## config.mk

```make
export PLATFORM = sky130hd
export DESIGN_NAME = act_argmax
export DESIGN_NICKNAME = d
export VERILOG_FILES = /design/src/rtl/dnn_pkg.sv /design/src/rtl/act_argmax_fp16_gt.sv /design/src/rtl/act_argmax.sv
export SDC_FILE = /design/constraint.sdc
export NUM_CORES = 1
export LEC_CHECK = 0
export CORE_AREA = 5 5 70 72
export CTS_CLUSTER_DIAMETER = 30
export CTS_CLUSTER_SIZE = 24
export DETAILED_ROUTE_END_ITERATION = 6
export DIE_AREA = 0 0 75 77
export HOLD_SLACK_MARGIN = 0.12
export PLACE_DENSITY = 0.88
export SLEW_MARGIN = 25
export SYNTH_ARGS = -nofsm -noshare
export SYNTH_HDL_FRONTEND = slang
export SYNTH_HIERARCHICAL = 1
export SYNTH_SLANG_ARGS = --single-unit
```

## constraint.sdc

```tcl
create_clock -name clk -period 3.3 [get_ports clk]
set_input_delay 0.66 -clock clk [delete_from_list [all_inputs] [get_ports clk]]
set_output_delay 0.66 -clock clk [all_outputs]
set_load 0.1 [all_outputs]
```

## src/rtl/dnn_pkg.sv

```systemverilog
// ---------------------------------------------------------------------------
// dnn_pkg
// Shared types and constants for the DNN output-stage blocks.
//   fp16_t          : packed half-precision word {sign, exp[4:0], man[9:0]}
//   FP16_EXP_W      : exponent field width
//   FP16_MAN_W      : mantissa field width
//   FP16_ZERO       : positive zero bit pattern
//   argmax_state_t  : collection FSM states
// ---------------------------------------------------------------------------
package dnn_pkg;

    localparam int FP16_EXP_W = 5;
    localparam int FP16_MAN_W = 10;

    typedef logic [FP16_EXP_W+FP16_MAN_W:0] fp16_t;

    localparam fp16_t FP16_ZERO = 16'h0000;

    typedef enum logic [1:0] {
        ST_IDLE    = 2'd0,
        ST_COLLECT = 2'd1,
        ST_DONE    = 2'd2
    } argmax_state_t;

endpackage

```

## src/rtl/act_argmax_fp16_gt.sv

```systemverilog
// ---------------------------------------------------------------------------
// fp16_gt
// Combinational "a strictly greater than b" for fp16 bit patterns.
// Ports:
//   a, b : fp16 operands
//   gt   : 1 when a > b
// +0 and -0 compare equal. NaN and Inf are not special-cased; they order
// by sign and magnitude bits like any other pattern.
// ---------------------------------------------------------------------------
module fp16_gt
    import dnn_pkg::*;
(
    input  fp16_t a,
    input  fp16_t b,
    output logic  gt
);

    localparam int MAG_W = FP16_EXP_W + FP16_MAN_W;

    logic [MAG_W-1:0] mag_a;
    logic [MAG_W-1:0] mag_b;
    logic             neg_a;
    logic             neg_b;

    assign mag_a = a[MAG_W-1:0];
    assign mag_b = b[MAG_W-1:0];

    // A zero of either sign is folded onto +0 so both zeros compare equal.
    assign neg_a = a[MAG_W] & (mag_a != '0);
    assign neg_b = b[MAG_W] & (mag_b != '0);

    always_comb begin
        gt = 1'b0;
        if (neg_a != neg_b) begin
            gt = neg_b;
        end else if (!neg_a) begin
            gt = (mag_a > mag_b);
        end else begin
            // Both negative: the smaller magnitude is the larger value.
            gt = (mag_a < mag_b);
        end
    end

endmodule

```

## src/rtl/act_argmax.sv

```systemverilog
// ---------------------------------------------------------------------------
// act_argmax
// Collects N_CLASS fp16 activations, one per rising edge of in_valid, and
// reports the index and value of the largest one.
// Ports:
//   clk, reset        : clock, asynchronous active-high reset
//   start             : pulse, begins a new collection from IDLE or DONE
//   in_valid, in_data : sticky valid level and fp16 activation
//   busy, done        : collecting / result ready (level)
//   max_idx, max_val  : running argmax result
//   drop              : sticky, a valid edge arrived while not collecting
//   rd_addr, rd_data  : readback of stored activations
// Optional feature: define ACT_ARGMAX_READBACK_EN to build the readback
// buffer; otherwise rd_data is constant zero and rd_addr is ignored.
// ---------------------------------------------------------------------------
module act_argmax
    import dnn_pkg::*;
#(
    parameter int N_CLASS = 10,
    parameter int IDX_W   = $clog2(N_CLASS)
) (
    input  logic             clk,
    input  logic             reset,
    input  logic             start,
    input  logic             in_valid,
    input  logic [15:0]      in_data,
    output logic             busy,
    output logic             done,
    output logic [IDX_W-1:0] max_idx,
    output logic [15:0]      max_val,
    output logic             drop,
    input  logic [IDX_W-1:0] rd_addr,
    output logic [15:0]      rd_data
);

    localparam logic [IDX_W-1:0] LAST_IDX = IDX_W'(N_CLASS - 1);

    argmax_state_t    state;
    argmax_state_t    next_state;
    logic [IDX_W-1:0] count;
    logic             prev_valid;
    logic             accept;
    logic             in_gt_max;
    logic             collecting;

    assign accept     = in_valid & ~prev_valid;
    assign collecting = (state == ST_COLLECT);
    assign busy       = collecting;
    assign done       = (state == ST_DONE);

    fp16_gt u_gt (
        .a  (in_data),
        .b  (max_val),
        .gt (in_gt_max)
    );

    always_ff @(posedge clk or posedge reset) begin
        if (reset) begin
            state <= ST_IDLE;
        end else begin
            state <= next_state;
        end
    end

    always_comb begin
        next_state = state;
        case (state)
            ST_IDLE, ST_DONE: begin
                if (start) next_state = ST_COLLECT;
            end
            ST_COLLECT: begin
                if (accept && (count == LAST_IDX)) next_state = ST_DONE;
            end
            default: next_state = ST_IDLE;
        endcase
    end

    // The first accepted value seeds the maximum unconditionally, so a stale
    // result from the previous inference never competes with new data.
    always_ff @(posedge clk or posedge reset) begin
        if (reset) begin
            prev_valid <= 1'b0;
            count      <= '0;
            drop       <= 1'b0;
            max_idx    <= '0;
            max_val    <= FP16_ZERO;
        end else begin
            prev_valid <= in_valid;
            if (collecting) begin
                if (accept) begin
                    count <= count + 1'b1;
                    if ((count == '0) || in_gt_max) begin
                        max_val <= in_data;
                        max_idx <= count;
                    end
                end
            end else begin
                if (start) count <= '0;
                // An edge coinciding with start is still discarded and flagged.
                if (accept) begin
                    drop <= 1'b1;
                end else if (start) begin
                    drop <= 1'b0;
                end
            end
        end
    end

`ifdef ACT_ARGMAX_READBACK_EN
    logic [15:0] buf_mem [N_CLASS];

    always_ff @(posedge clk or posedge reset) begin
        if (reset) begin
            for (int i = 0; i < N_CLASS; i++) buf_mem[i] <= '0;
        end else if (collecting && accept) begin
            buf_mem[count] <= in_data;
        end
    end

    assign rd_data = (32'(rd_addr) < N_CLASS) ? buf_mem[rd_addr] : 16'h0000;
`else
    logic unused_rd_addr;
    assign unused_rd_addr = ^rd_addr;
    assign rd_data        = 16'h0000;
`endif

endmodule

```

==> summary.txt <==
CTS
  • CTS Hold Bufs: 0
  • Post_cts resized: 0
  • Setup Fix Bufs, Post-CTS: 0
  • CTS sink cnt: 28
  • CTS root buffer: clkbuf_8
  • H-tree depth: 1
  • CTS Buffer Depth: 2
  • CTS tree: yes
  • Clock transition at path regs: 90 ps
  • Skew-Pair Late Insertion Delay: 270 ps
  • Cts bufs inserted: 3

Drt
  • First-pass iteration count of the detailed router: 4
  • Via count: 1320
  • ANT nets after route: 0
  • DRC: 0
  • Drt wl/cell: 15.48 um
  • DRT iter0 DRCs: 48
  • Via/cell ratio: 5.019
  • Routed wire length: 4070 um

Final layout
  • Nets: 254
  • Util after Layout: 54.02%
  • Area Overhead vs Synth: 25.03%
  • Antenna diodes: 0
  • Layout cells sized above 1: 28.44%
  • Final Cell Area: 0.002287 sq mm

STA
  • Final Hold Vio Count: 0
  • Slew Limit Fails: 0
  • Post-route setup slack: 225.6 ps
  • Final Critical Period: 3074 ps
  • Final period utilization: 93.16%
  • RSZ-0062 raised after global routing: no
  • Endpoints failing setup: 0
  • Fmax: 0.3253 GHz
  • Setup TNS: 0 ps
  • Skew final: 3.194 ps

Floorplanning
  • Full die area: 0.005775 sq mm
  • Std-Cell Rows: 24
  • Starting density of the core: 43.20%
  • Top Ports: 63
  • Die height: 77 um
  • Die width: 75 um
  • CORE AREA: 0.004234 sq mm

Worst setup path
  • Startpoint Class: primary input
  • Critical Path Fanout Max: 18
  • Delay-heaviest family, CP: compound AO/OA/AOI/OAI gates
  • Critical Path Max Stage Delay: 430 ps
  • WP buf/inv: 2
  • Setup crit end kind: flip-flop
  • Critical path's slowest cell: clkdlybuf4s50_1
  • CP required: 3470 ps
  • Setup CP Type: primary input to flip-flop
  • Worst path arrival time: 3240 ps
  • CP Cell Sequence: clkdlybuf4s50_1, ha_1, a21o_1, a221o_1, a221oi_2, o21ai_1, a31oi_1, o21ai_2, buf_12, mux2_4

Logic synthesis
  • Share of the synthesized area in the top cell type: 38.30%
  • Synth Instances: 161
  • Flops & latches, synth: 28
  • Asr flop ratio synth: 100.0%
  • Top cells by area, synth: dfrtp_1, mux2_4, ha_1, buf_4, inv_1
  • Avg Cell Area, Syn: 11.36 sq um
  • Seq/Total Area, Yosys: 38.30%
  • Synth unique cells: 38
  • Post-synth top flop: dfrtp_1
  • Post-synth top area cell: dfrtp_1
  • Mapped Area: 0.001829 sq mm
  • Ys Warns: 6
  • Post-synth EDFFs: 0

Run
  • Max-Cap Viols: 0

Placement
  • Placed wire-length estimate: 3109 um
  • Pre-CTS setup slack: -41.43 ps
  • Number of port buffers: 42
  • RePlAce Congestion: 0.7628
  • Placed Area: 0.002232 sq mm

Global route
  • First-pass GRT wire length: 6575 um
  • Global route overflow: 0
  • Initial antenna violation count: 0
  • Vias in the first global route: 1422
  • Largest net degree at the start of global routing: 29
  • Gr usage total: 14.18%

Min path
  • Min-Delay Path Class: flip-flop to flip-flop

Run status
  • Status: finished, final reports clean
worst reg2reg max path: stages (launching register included):
cell      delay [ps]
dfrtp_1          420
inv_1             70
ha_1             290
and2_1           180
a221o_1          310
a221oi_2         280
o21ai_1          100
a31oi_1          310
o21ai_2          140
buf_12           190
mux2_4           300
cells in the final DEF (no fill, tap or decap), types with 2 or more instances in the layout:
| cell type | count |
|---|---|
| inv_1 | 20 |
| ha_1 | 18 |
| nor3_1 | 3 |
| nand2_1 | 6 |
| clkdlybuf4s50_1 | 19 |
| o2bb2ai_1 | 2 |
| nand3_1 | 2 |
| conb_1 | 16 |
| nor4_1 | 6 |
| nand4_1 | 5 |
| a32o_1 | 2 |
| a21oi_1 | 5 |
| dfrtp_1 | 28 |
| mux2_4 | 18 |
| o21ai_0 | 3 |
| buf_4 | 30 |
| mux2i_1 | 2 |
| clkbuf_8 | 4 |
area by class of cell:
class,count,area (sq um)
clock buffers,4,55.05
well taps,52,65.06
multi-input cells,109,955.9
flip-flops and latches,28,700.7
inverters,20,75.07
repair buffers,50,435.4
fillers,359,1947
flip-flops by register name (all words and copies together), names as in the netlist:
signal	flops
max_val	16
count	4
max_idx	4
state	2
drop	1
prev_valid	1
final timing paths:
kind | start | end | slack (ps) | cells after the start
worst min register to register | max_idx[3] | max_idx[3] | 500 | 1
worst min-delay path | max_idx[3] | max_idx[3] | 500 | 1
max in group asynchronous | reset | max_val[13] | 2290 | 3
worst max-delay path | in_data[8] | max_val[11] | 230 | 10
worst max register to register | max_val[10] | max_val[11] | 600 | 10
min in group asynchronous | reset | max_val[4] | 750 | 3
metrics by stage:
stage                     std cells  hold WS [ps]
after detailed placement        259         485.9
after global routing            263         538.2
final                           263         502.8
after floorplan                 176         446.0
after CTS                       263         509.4
after global placement          259         466.7
kinds of logic after synthesis:
kind of cell / share of synthesized area [%]
flip-flops: 38.30
AO/OA/AOI/OAI: 9.507
buffers and inverters: 12.52
AND/OR/NAND/NOR: 10.67
other: 0.2050
adder cells (fa/ha/maj): 12.31
multiplexers: 16.48
synth_stat cells (2+ instances only):
| cell | count |
|---|---|
| a21oi_1 | 5 |
| a32o_1 | 2 |
| buf_4 | 16 |
| buf_6 | 3 |
| dfrtp_1 | 28 |
| ha_1 | 18 |
| inv_1 | 20 |
| mux2_4 | 18 |
| mux2i_1 | 2 |
| nand2_1 | 6 |
| nand3_1 | 2 |
| nand4_1 | 5 |
| nor3_1 | 3 |
| nor4_1 | 6 |
| o21ai_0 | 3 |
| o2bb2ai_1 | 2 |
layer usage:
layer	global-route usage (%)	vias up	wire length [um]
li1	-	643	-
met1	17.11	627	1649
met2	24.74	46	2092
met3	3.529	4	297
met4	3.203	0	31
met5	0	-	0
Power is not shown: default switching activity piles up to over one toggle a cycle in this logic, so the estimate is an artifact.
